$ cat config.mk
export PLATFORM = sky130hd
export DESIGN_NAME = score_bcd_decoder
export DESIGN_NICKNAME = d
export VERILOG_FILES = /design/src/rtl/score_bcd_decoder_pkg.sv /design/src/rtl/score_bcd_decoder_seg7_encoder.sv /design/src/rtl/score_bcd_decoder.sv
export SDC_FILE = /design/constraint.sdc
export NUM_CORES = 1
export LEC_CHECK = 0
export BUFFER_PORTS_ARGS = -buffer_cell sky130_fd_sc_hd__buf_2
export CORE_MARGIN = 3
export CORE_UTILIZATION = 52
export DETAILED_ROUTE_END_ITERATION = 7
export GPL_TIMING_DRIVEN = 0
export PLACE_DENSITY = 0.74
export SYNTH_ARGS = -nofsm -noshare
export SYNTH_HDL_FRONTEND = slang
export SYNTH_SLANG_ARGS = --single-unit
$ cat constraint.sdc
create_clock -name clk -period 2 [get_ports clk]
set_input_delay 0 -clock clk [delete_from_list [all_inputs] [get_ports clk]]
set_output_delay 0 -clock clk [all_outputs]
set_load 0.01 [all_outputs]
$ cat src/rtl/score_bcd_decoder_pkg.sv
// Shared widths, FSM encoding, 7-segment patterns and digit helpers for the score decoder.
package score_bcd_decoder_pkg;

  localparam int unsigned BIN_W       = 7;
  localparam int unsigned DIGIT_W     = 4;
  localparam int unsigned NUM_DIGITS  = 3;
  localparam int unsigned SCRATCH_W   = DIGIT_W * NUM_DIGITS;
  localparam int unsigned SEG_W       = 7;
  localparam int unsigned SHIFT_COUNT = 7;
  localparam int unsigned CNT_W       = 3;

  // Conversion sequencer states
  typedef enum logic [1:0] {
    ST_IDLE  = 2'd0,
    ST_SHIFT = 2'd1,
    ST_LATCH = 2'd2
  } state_t;

  // Hundreds/tens/units nibbles as one packed payload
  typedef struct packed {
    logic [DIGIT_W-1:0] h;
    logic [DIGIT_W-1:0] t;
    logic [DIGIT_W-1:0] u;
  } bcd_digits_t;

  // Active-low patterns, bit order {g,f,e,d,c,b,a}
  localparam logic [SEG_W-1:0] SEG_0     = 7'b1000000;
  localparam logic [SEG_W-1:0] SEG_1     = 7'b1111001;
  localparam logic [SEG_W-1:0] SEG_2     = 7'b0100100;
  localparam logic [SEG_W-1:0] SEG_3     = 7'b0110000;
  localparam logic [SEG_W-1:0] SEG_4     = 7'b0011001;
  localparam logic [SEG_W-1:0] SEG_5     = 7'b0010010;
  localparam logic [SEG_W-1:0] SEG_6     = 7'b0000010;
  localparam logic [SEG_W-1:0] SEG_7     = 7'b1111000;
  localparam logic [SEG_W-1:0] SEG_8     = 7'b0000000;
  localparam logic [SEG_W-1:0] SEG_9     = 7'b0010000;
  localparam logic [SEG_W-1:0] SEG_BLANK = 7'b1111111;

  // Digit to segment pattern; non-decimal codes show nothing
  function automatic logic [SEG_W-1:0] seg7_pattern(input logic [DIGIT_W-1:0] digit);
    logic [SEG_W-1:0] pat;
    pat = SEG_BLANK;
    case (digit)
      4'd0:    pat = SEG_0;
      4'd1:    pat = SEG_1;
      4'd2:    pat = SEG_2;
      4'd3:    pat = SEG_3;
      4'd4:    pat = SEG_4;
      4'd5:    pat = SEG_5;
      4'd6:    pat = SEG_6;
      4'd7:    pat = SEG_7;
      4'd8:    pat = SEG_8;
      4'd9:    pat = SEG_9;
      default: pat = SEG_BLANK;
    endcase
    return pat;
  endfunction

  // Double-dabble pre-shift correction: a nibble of 5 or more would exceed 9 once doubled
  function automatic logic [DIGIT_W-1:0] dd_adjust(input logic [DIGIT_W-1:0] n);
    return (n >= DIGIT_W'(5)) ? (n + DIGIT_W'(3)) : n;
  endfunction

endpackage

$ cat src/rtl/score_bcd_decoder_seg7_encoder.sv
// Combinational BCD digit to active-low 7-segment pattern with blank override.
module score_bcd_decoder_seg7_encoder
  import score_bcd_decoder_pkg::*;
(
  input  logic [DIGIT_W-1:0] i_digit,
  input  logic               i_blank,
  output logic [SEG_W-1:0]   o_seg_c
);

  // Blank wins over the digit; codes 10-15 also decode to blank
  always_comb begin
    o_seg_c = SEG_BLANK;
    if (!i_blank) begin
      o_seg_c = seg7_pattern(i_digit);
    end
  end

endmodule

$ cat src/rtl/score_bcd_decoder.sv
// Sequential double-dabble binary-to-BCD converter driving three blanked 7-segment displays.
module score_bcd_decoder
  import score_bcd_decoder_pkg::*;
(
  input  logic               clk,
  input  logic               rst_n,
  input  logic               start,
  input  logic [BIN_W-1:0]   bin,
  output logic               busy,
  output logic               done,
  output logic [DIGIT_W-1:0] bcd_h,
  output logic [DIGIT_W-1:0] bcd_t,
  output logic [DIGIT_W-1:0] bcd_u,
  output logic [SEG_W-1:0]   seg_h,
  output logic [SEG_W-1:0]   seg_t,
  output logic [SEG_W-1:0]   seg_u
);

  state_t                        r_state;
  logic [BIN_W-1:0]              r_shift;
  bcd_digits_t                   r_scratch;
  logic [CNT_W-1:0]              r_count;

  bcd_digits_t                   w_scratch_adj;
  logic [SCRATCH_W+BIN_W-1:0]    w_shifted;
  logic                          w_blank_h;
  logic                          w_blank_t;
  logic [SEG_W-1:0]              w_seg_h;
  logic [SEG_W-1:0]              w_seg_t;
  logic [SEG_W-1:0]              w_seg_u;

  // Correct each nibble, then shift scratch and binary together one place left
  always_comb begin
    w_scratch_adj   = '0;
    w_scratch_adj.h = dd_adjust(r_scratch.h);
    w_scratch_adj.t = dd_adjust(r_scratch.t);
    w_scratch_adj.u = dd_adjust(r_scratch.u);
    w_shifted       = {w_scratch_adj, r_shift} << 1;
  end

  // Leading-zero blanking of the finished scratch digits
  always_comb begin
    w_blank_h = (r_scratch.h == '0);
    w_blank_t = w_blank_h && (r_scratch.t == '0);
  end

  score_bcd_decoder_seg7_encoder u_seg7_encoder_h (
    .i_digit (r_scratch.h),
    .i_blank (w_blank_h),
    .o_seg_c (w_seg_h)
  );

  score_bcd_decoder_seg7_encoder u_seg7_encoder_t (
    .i_digit (r_scratch.t),
    .i_blank (w_blank_t),
    .o_seg_c (w_seg_t)
  );

  score_bcd_decoder_seg7_encoder u_seg7_encoder_u (
    .i_digit (r_scratch.u),
    .i_blank (1'b0),
    .o_seg_c (w_seg_u)
  );

  // Conversion sequencer with registered status and result outputs
  always_ff @(posedge clk or negedge rst_n) begin
    if (!rst_n) begin
      r_state   <= ST_IDLE;
      r_shift   <= '0;
      r_scratch <= '0;
      r_count   <= '0;
      busy      <= 1'b0;
      done      <= 1'b0;
      bcd_h     <= '0;
      bcd_t     <= '0;
      bcd_u     <= '0;
      seg_h     <= SEG_BLANK;
      seg_t     <= SEG_BLANK;
      seg_u     <= SEG_0;
    end else begin
      done <= 1'b0;
      case (r_state)
        ST_IDLE: begin
          if (start) begin
            r_shift   <= bin;
            r_scratch <= '0;
            r_count   <= '0;
            busy      <= 1'b1;
            r_state   <= ST_SHIFT;
          end
        end
        ST_SHIFT: begin
          r_scratch <= w_shifted[SCRATCH_W+BIN_W-1:BIN_W];
          r_shift   <= w_shifted[BIN_W-1:0];
          r_count   <= r_count + CNT_W'(1);
          if (r_count == CNT_W'(SHIFT_COUNT - 1)) begin
            r_state <= ST_LATCH;
          end
        end
        ST_LATCH: begin
          bcd_h   <= r_scratch.h;
          bcd_t   <= r_scratch.t;
          bcd_u   <= r_scratch.u;
          seg_h   <= w_seg_h;
          seg_t   <= w_seg_t;
          seg_u   <= w_seg_u;
          done    <= 1'b1;
          busy    <= 1'b0;
          r_state <= ST_IDLE;
        end
        default: begin
          busy    <= 1'b0;
          r_state <= ST_IDLE;
        end
      endcase
    end
  end

endmodule

==> flow_metrics.tcl, run 1 <==
set metrics [dict create \
    status "completed" \
    ios 45 \
    reg2reg_slack_ns 0.16 \
    synth_edf_count 0 \
    grt_pass1_vias 2549 \
    p_comb_share_pct 47.6 \
    clock_path_buffers 2 \
    fp.dieArea_mm2 0.006931 \
    tightest_slew_ns 0.7148 \
    htreeDepth 3 \
    power.leakage_nw 1.769 \
    fin_crit_sh_pct 91.97 \
    switching_share_pct 41.22 \
    finalInstanceArea_mm2 0.003669 \
    critical_path_required_ns 2.26 \
    core_area_mm2 0.005642 \
    grt_pass1_wl_mm 12.15 \
    wl_mm 6.876 \
    cts_tree "built" \
    synth_area_leaders "dfrtp_1, dfstp_2, ha_1, nand2_1, o21ai_0" \
    yosys_warnings 0 \
    end_kind "register" \
    slew_headroom_pct 52.35 \
    placed_area_mm2 0.003413 \
    utilization_pct 65.03 \
    worstHoldPathType "input pin to register" \
    drive_gt1_share_pct 27.89 \
    synth_largest_area_cell "dfrtp_1" \
    ys_types 46 \
    layout_commonest_cell "buf_2" \
    root_buffer "clkbuf_8" \
    synth_area_mm2 0.003103 \
    clkLatencyLatePin_ns 0.34 \
    wire_per_inst_um 15.21 \
    grtUsageTotal_pct 21.58 \
    io_buffers 44 \
    hold_start "start" \
    vias 2487 \
    worstReg2RegEnd "seg_t[5]" \
    min_period_ns 1.839 \
    cts_setup_buffers 0 \
    drv_slew 0 \
    place_congestion 0.8673 \
    power_frac_clock_pct 16.2 \
    drc 0 \
    cts_made_buffers 9 \
    ys_seq_area_share_pct 48.19 \
    dpl.cell_count 428 \
    hold_viol_final 0 \
    max_freq_ghz 0.5437 \
    seq_power_share_pct 36.2 \
    cts-resized-gates 0 \
    grt_setup_unrepaired "false" \
    ys_ff_latch 59 \
    synth_top_area_share_pct 35.48 \
    cp_max_fo 6 \
    grt_max_degree 60 \
    ant_nets 0 \
    min_to "r_shift[4]" \
    drv_cap 0 \
    startpoint_type "register" \
    async_flop_share_pct 100.0 \
    antennaDiodeCount 0 \
    cts.sinks 59 \
    final_cells 452 \
    hold_depth 3 \
    setup_viol 0 \
    r2r_start "r_scratch[8]" \
    cp.arrival_ns 2.10 \
    final_cell_mix "buf_2, nand2_1, dfrtp_1" \
    skew_ns 0.008883 \
    p_sw_w 0.002460 \
    final_nets 402 \
    fillCellCount 464 \
    whs_ns 0.02041 \
    dieHeight_um 83.25 \
    dp_hpwl_mm 4.809 \
    area_delta_synth_final_pct 18.23 \
    syn_inst 312 \
    internal-power_w 0.003507 \
    power-per-cell-area_mw_per_mm2 1627 \
    die_x_um 83.25 \
    rows 27 \
    peakVddDrop_uv 715.5 \
    synth_ff_type "dfrtp_1" \
    avgSynthCellArea_um2 9.945 \
    antenna_found_initial 0 \
    gr-total-overflow 0 \
    via_per_inst 5.502 \
    start_util_pct 55.00 \
    initialDrtViolationCount 147 \
    firstDrtPassIters 4 \
    synth_fp_nets 339 \
    finalSetupTns_ns 0 \
    reg2reg_depth 5 \
    critPathKind "register to register" \
    clkTransAtPathRegs_ns 0.06 \
]
[worst max path at each step]
stage / from / to / slack, ns / depth (start not counted)
detailed placement: r_scratch[8] / seg_t[5] / 0.21 / 5
finish: r_scratch[8] / seg_t[5] / 0.16 / 5
global placement: r_scratch[8] / seg_t[3] / 0.29 / 5
floorplan: r_scratch[1] / r_scratch[3] / 0.53 / 6
CTS: r_scratch[8] / seg_t[5] / 0.20 / 5
global route: r_scratch[8] / seg_t[5] / 0.05 / 5
[stage by stage]
step	total power [W]	setup WS, ns
3_3_place_gp	0.004895	0.2929
5_1_grt	0.006495	0.05188
4_1_cts	0.005999	0.2032
2_1_floorplan	0.004157	0.5292
6_report	0.005967	0.1606
3_5_place_dp	0.005003	0.2113
[state kept, by name, summed over array words and instances (netlist names)]
signal     flops
done           1
bcd_u          4
seg_h          7
r_count        3
seg_u          7
r_shift        7
bcd_t          4
r_scratch     12
seg_t          7
busy           1
r_state        2
bcd_h          4
[power groups by stage]
| stage | clock, W | combinational (W) | sequential (W) |
|---|---|---|---|
| after global placement | 0 | 0.00274 | 0.00216 |
| final | 0.000965 | 0.00284 | 0.00216 |
| after floorplan | 0 | 0.00189 | 0.00226 |
| after detailed placement | 0 | 0.00282 | 0.00218 |
| after global routing | 0.00103 | 0.00322 | 0.00225 |
| after CTS | 0.000979 | 0.00286 | 0.00216 |
[what timing repair did]
item | 4_1_cts | 5_1_grt
hold buffers | 8 | 0
endpoints found under the hold margin | 51 | 0
setup endpoints to repair | 0 | 0
[cells in the mapped netlist, types with 2 or more instances]
library cell	count
a21o_1	3
a21oi_1	14
a22o_1	2
a31oi_1	8
and3_1	2
buf_2	10
buf_6	6
dfrtp_1	44
dfstp_2	15
ha_1	17
inv_1	13
inv_2	2
mux2i_1	8
nand2_1	50
nand2b_1	9
nand3_1	2
nor2_1	24
nor2b_1	6
o2111ai_1	6
o211ai_1	8
o21a_1	3
o21ai_0	22
o21ai_1	4
o311ai_2	2
o31ai_1	5
o31ai_2	3
o41ai_1	2
or2_2	2
xnor2_1	3
[critical path: stages, from the launching register on]
cell	delay (ns)
dfrtp_1	0.44
inv_1	0.16
ha_1	0.23
nor3b_2	0.43
a32oi_2	0.27
a31oi_1	0.23
[routing by layer]
metal / part of all wire, % / global-route usage [%] / up-vias / wire (um)
met4: 1.8 / 8.172 / 0 / 127
met3: 4.3 / 4.960 / 12 / 297
met1: 46 / 28.46 / 1200 / 3156
li1: - / - / 1222 / -
met5: 0 / 0 / - / 0
met2: 48 / 34.62 / 53 / 3294
[area by class of cell]
type | count | area, um^2 | share of cell area [%]
inverters | 17 | 66.31 | 1.808
multi-input cells | 219 | 1416 | 38.61
well taps | 72 | 90.09 | 2.456
flip-flops and latches | 59 | 1495 | 40.76
clock inverters | 2 | 10.01 | 0.2729
repair buffers | 52 | 302.8 | 8.254
clock buffers | 14 | 162.7 | 4.434
plain buffers | 17 | 125.1 | 3.411
[kinds of logic (layout without fill, tap and decap cells)]
group / Yosys count / in the layout / share of synthesized area (%)
AND/OR/NAND/NOR: 98 / 98 / 14.03
buffers and inverters: 34 / 102 / 6.170
multiplexers: 9 / 9 / 2.944
AO/OA/AOI/OAI: 92 / 92 / 20.97
XOR/XNOR: 3 / 3 / 0.8469
flip-flops: 59 / 59 / 48.19
adder cells (fa/ha/maj): 17 / 17 / 6.855
No activity file was read; power rests on OpenSTA's default activity.
==> run 2, diff against run 1 <==
--- a/config.mk
+++ b/config.mk
@@ -10,7 +10,7 @@
 export CORE_UTILIZATION = 52
 export DETAILED_ROUTE_END_ITERATION = 7
 export GPL_TIMING_DRIVEN = 0
-export PLACE_DENSITY = 0.74
+export PLACE_DENSITY = 0.77
 export SYNTH_ARGS = -nofsm -noshare
 export SYNTH_HDL_FRONTEND = slang
 export SYNTH_SLANG_ARGS = --single-unit
==> run 2 against run 1 <==
  * Total power rose by 2.1%
  * Critical path depth is the same
  * Critical path type unchanged
  * Clock-buffer cell count unchanged
  * Largest cell class unchanged
  * Cell count did not move
  * Clock skew up 0.0068 ns
  * Via count is 1.4% higher
  * Combinational power hardly changed
  * Clock power increased by 14%
==> flow_metrics.tcl, run 2 (synthesized netlist as in run 1, its figures left out) <==
set metrics [dict create \
    status "completed" \
    cts_tree "built" \
    antennaDiodeCount 0 \
    p_total_w 0.006091 \
    fp.dieArea_mm2 0.006931 \
    peakVddDrop_uv 800.1 \
    gr-total-overflow 0 \
    layout_commonest_cell "buf_2" \
    cts_made_buffers 9 \
    routed.top_layer "met4" \
    grt_pass1_wl_mm 11.87 \
    final_nets 402 \
    startpoint_type "register" \
    ios 45 \
    drc 0 \
    fillCellCount 453 \
    critPathKind "register to register" \
    wl_met3_um 372 \
    rows 27 \
    grt_max_degree 60 \
    start_util_pct 55.00 \
    met1_length_mm 3.169 \
    clkTransAtPathRegs_ns 0.07 \
    place_congestion 0.8135 \
    core_area_mm2 0.005642 \
    antenna_found_initial 0 \
    htreeDepth 3 \
    drv_cap 0 \
    hold_viol_final 0 \
    setup_viol 0 \
    grt_setup_unrepaired "false" \
    tightest_slew_ns 0.7177 \
    worstHoldPathType "input pin to register" \
    slew_headroom_pct 52.15 \
    utilization_pct 65.47 \
    clkLatencyLatePin_ns 0.34 \
    root_buffer "clkbuf_8" \
    final_cell_mix "buf_2, nand2_1, dfrtp_1" \
    io_buffers 44 \
    via_per_inst 5.582 \
    wl_mm 6.801 \
    dieHeight_um 83.25 \
    wire_per_inst_um 15.05 \
    clock_path_buffers 2 \
    cp_max_fo 6 \
    vias 2523 \
    grt_pass1_vias 2421 \
    ant_nets 0 \
    critical_path_required_ns 2.26 \
    initialDrtViolationCount 197 \
    drv_slew 0 \
    max_freq_ghz 0.5462 \
    firstDrtPassIters 4 \
    largest_reg_flops 12 \
    min_period_ns 1.831 \
    power.leakage_nw 1.779 \
    area_delta_synth_final_pct 19.03 \
    cts.sinks 59 \
    die_x_um 83.25 \
    regMostFlops "r_scratch" \
    drive_gt1_share_pct 27.89 \
    cp.arrival_ns 2.09 \
    grtUsageTotal_pct 21.23 \
    fin_crit_sh_pct 91.55 \
    power-per-cell-area_mw_per_mm2 1649 \
    end_kind "register" \
    skew_ns 0.01565 \
    dp_hpwl_mm 4.719 \
    finalSetupTns_ns 0 \
    wl_met2_mm 3.162 \
]
## run 2: cell types whose count changed in the layout (fill, tap and decap cells not counted)
| cell | previous run | this run |
|---|---|---|
| bufinv_16 | 0 | 1 |
| clkinv_2 | 2 | 1 |
## run 2: layout make-up
class,instances,area [um^2],share of cell area [%]
clock buffers,14,162.7,4.404
multi-input cells,219,1416,38.35
repair buffers,52,302.8,8.198
inverters,17,66.31,1.795
plain buffers,17,125.1,3.388
flip-flops and latches,59,1495,40.48
well taps,72,90.09,2.439
clock inverters,2,35.03,0.9485
## run 2: final timing paths
kind,from,end,slack [ns],cells after the start
worst max-delay path,r_scratch[8],seg_t[3],0.17,5
worst min-delay path,start,r_shift[4],0.02,3
worst max register to register,r_scratch[8],seg_t[3],0.17,5
worst min register to register,bcd_u[2],bcd_u[2],0.47,2
max in group asynchronous,rst_n,bcd_h[2],1.26,2
min in group asynchronous,rst_n,r_shift[6],0.27,2
## run 2: where the power goes
| part | switching, W | internal, W |
|---|---|---|
| sequential | 0.000362 | 0.00180 |
| combinational | 0.00164 | 0.00119 |
| clock | 0.000454 | 0.000643 |
## run 2: critical path, cell delays in order (launching register included)
cell and delay, ns:
dfrtp_1 0.46, inv_1 0.17, ha_1 0.22, nor3b_2 0.40, a32oi_2 0.27, a31oi_1 0.23
## run 2: per-layer routing
metal  up-vias  global-route usage, %
met5         -                      0
met4         0                  8.470
met3         8                  5.060
met2        71                  32.22
met1      1226                  29.27
li1       1218                      -
## run 2: metrics by stage
step                setup WS [ns]  hold slack, ns  instance area, um^2  std cells
finish                     0.1690         0.02215                 3694        452
global route              0.02743         0.09427                 3694        452
global placement           0.2788          0.2554                 3413        428
CTS                        0.1907         0.01206                 3691        452
detailed placement         0.2263          0.2634                 3413        428
floorplan                  0.5292         -0.2956                 3103        312
## run 2: timing repair
| action | in CTS | in global routing |
|---|---|---|
| hold endpoints to repair | 46 | 0 |
| endpoints found under the setup margin | 0 | 0 |
| resized for setup | 0 | 0 |
| hold buffers | 8 | 0 |
| setup buffers | 0 | 0 |
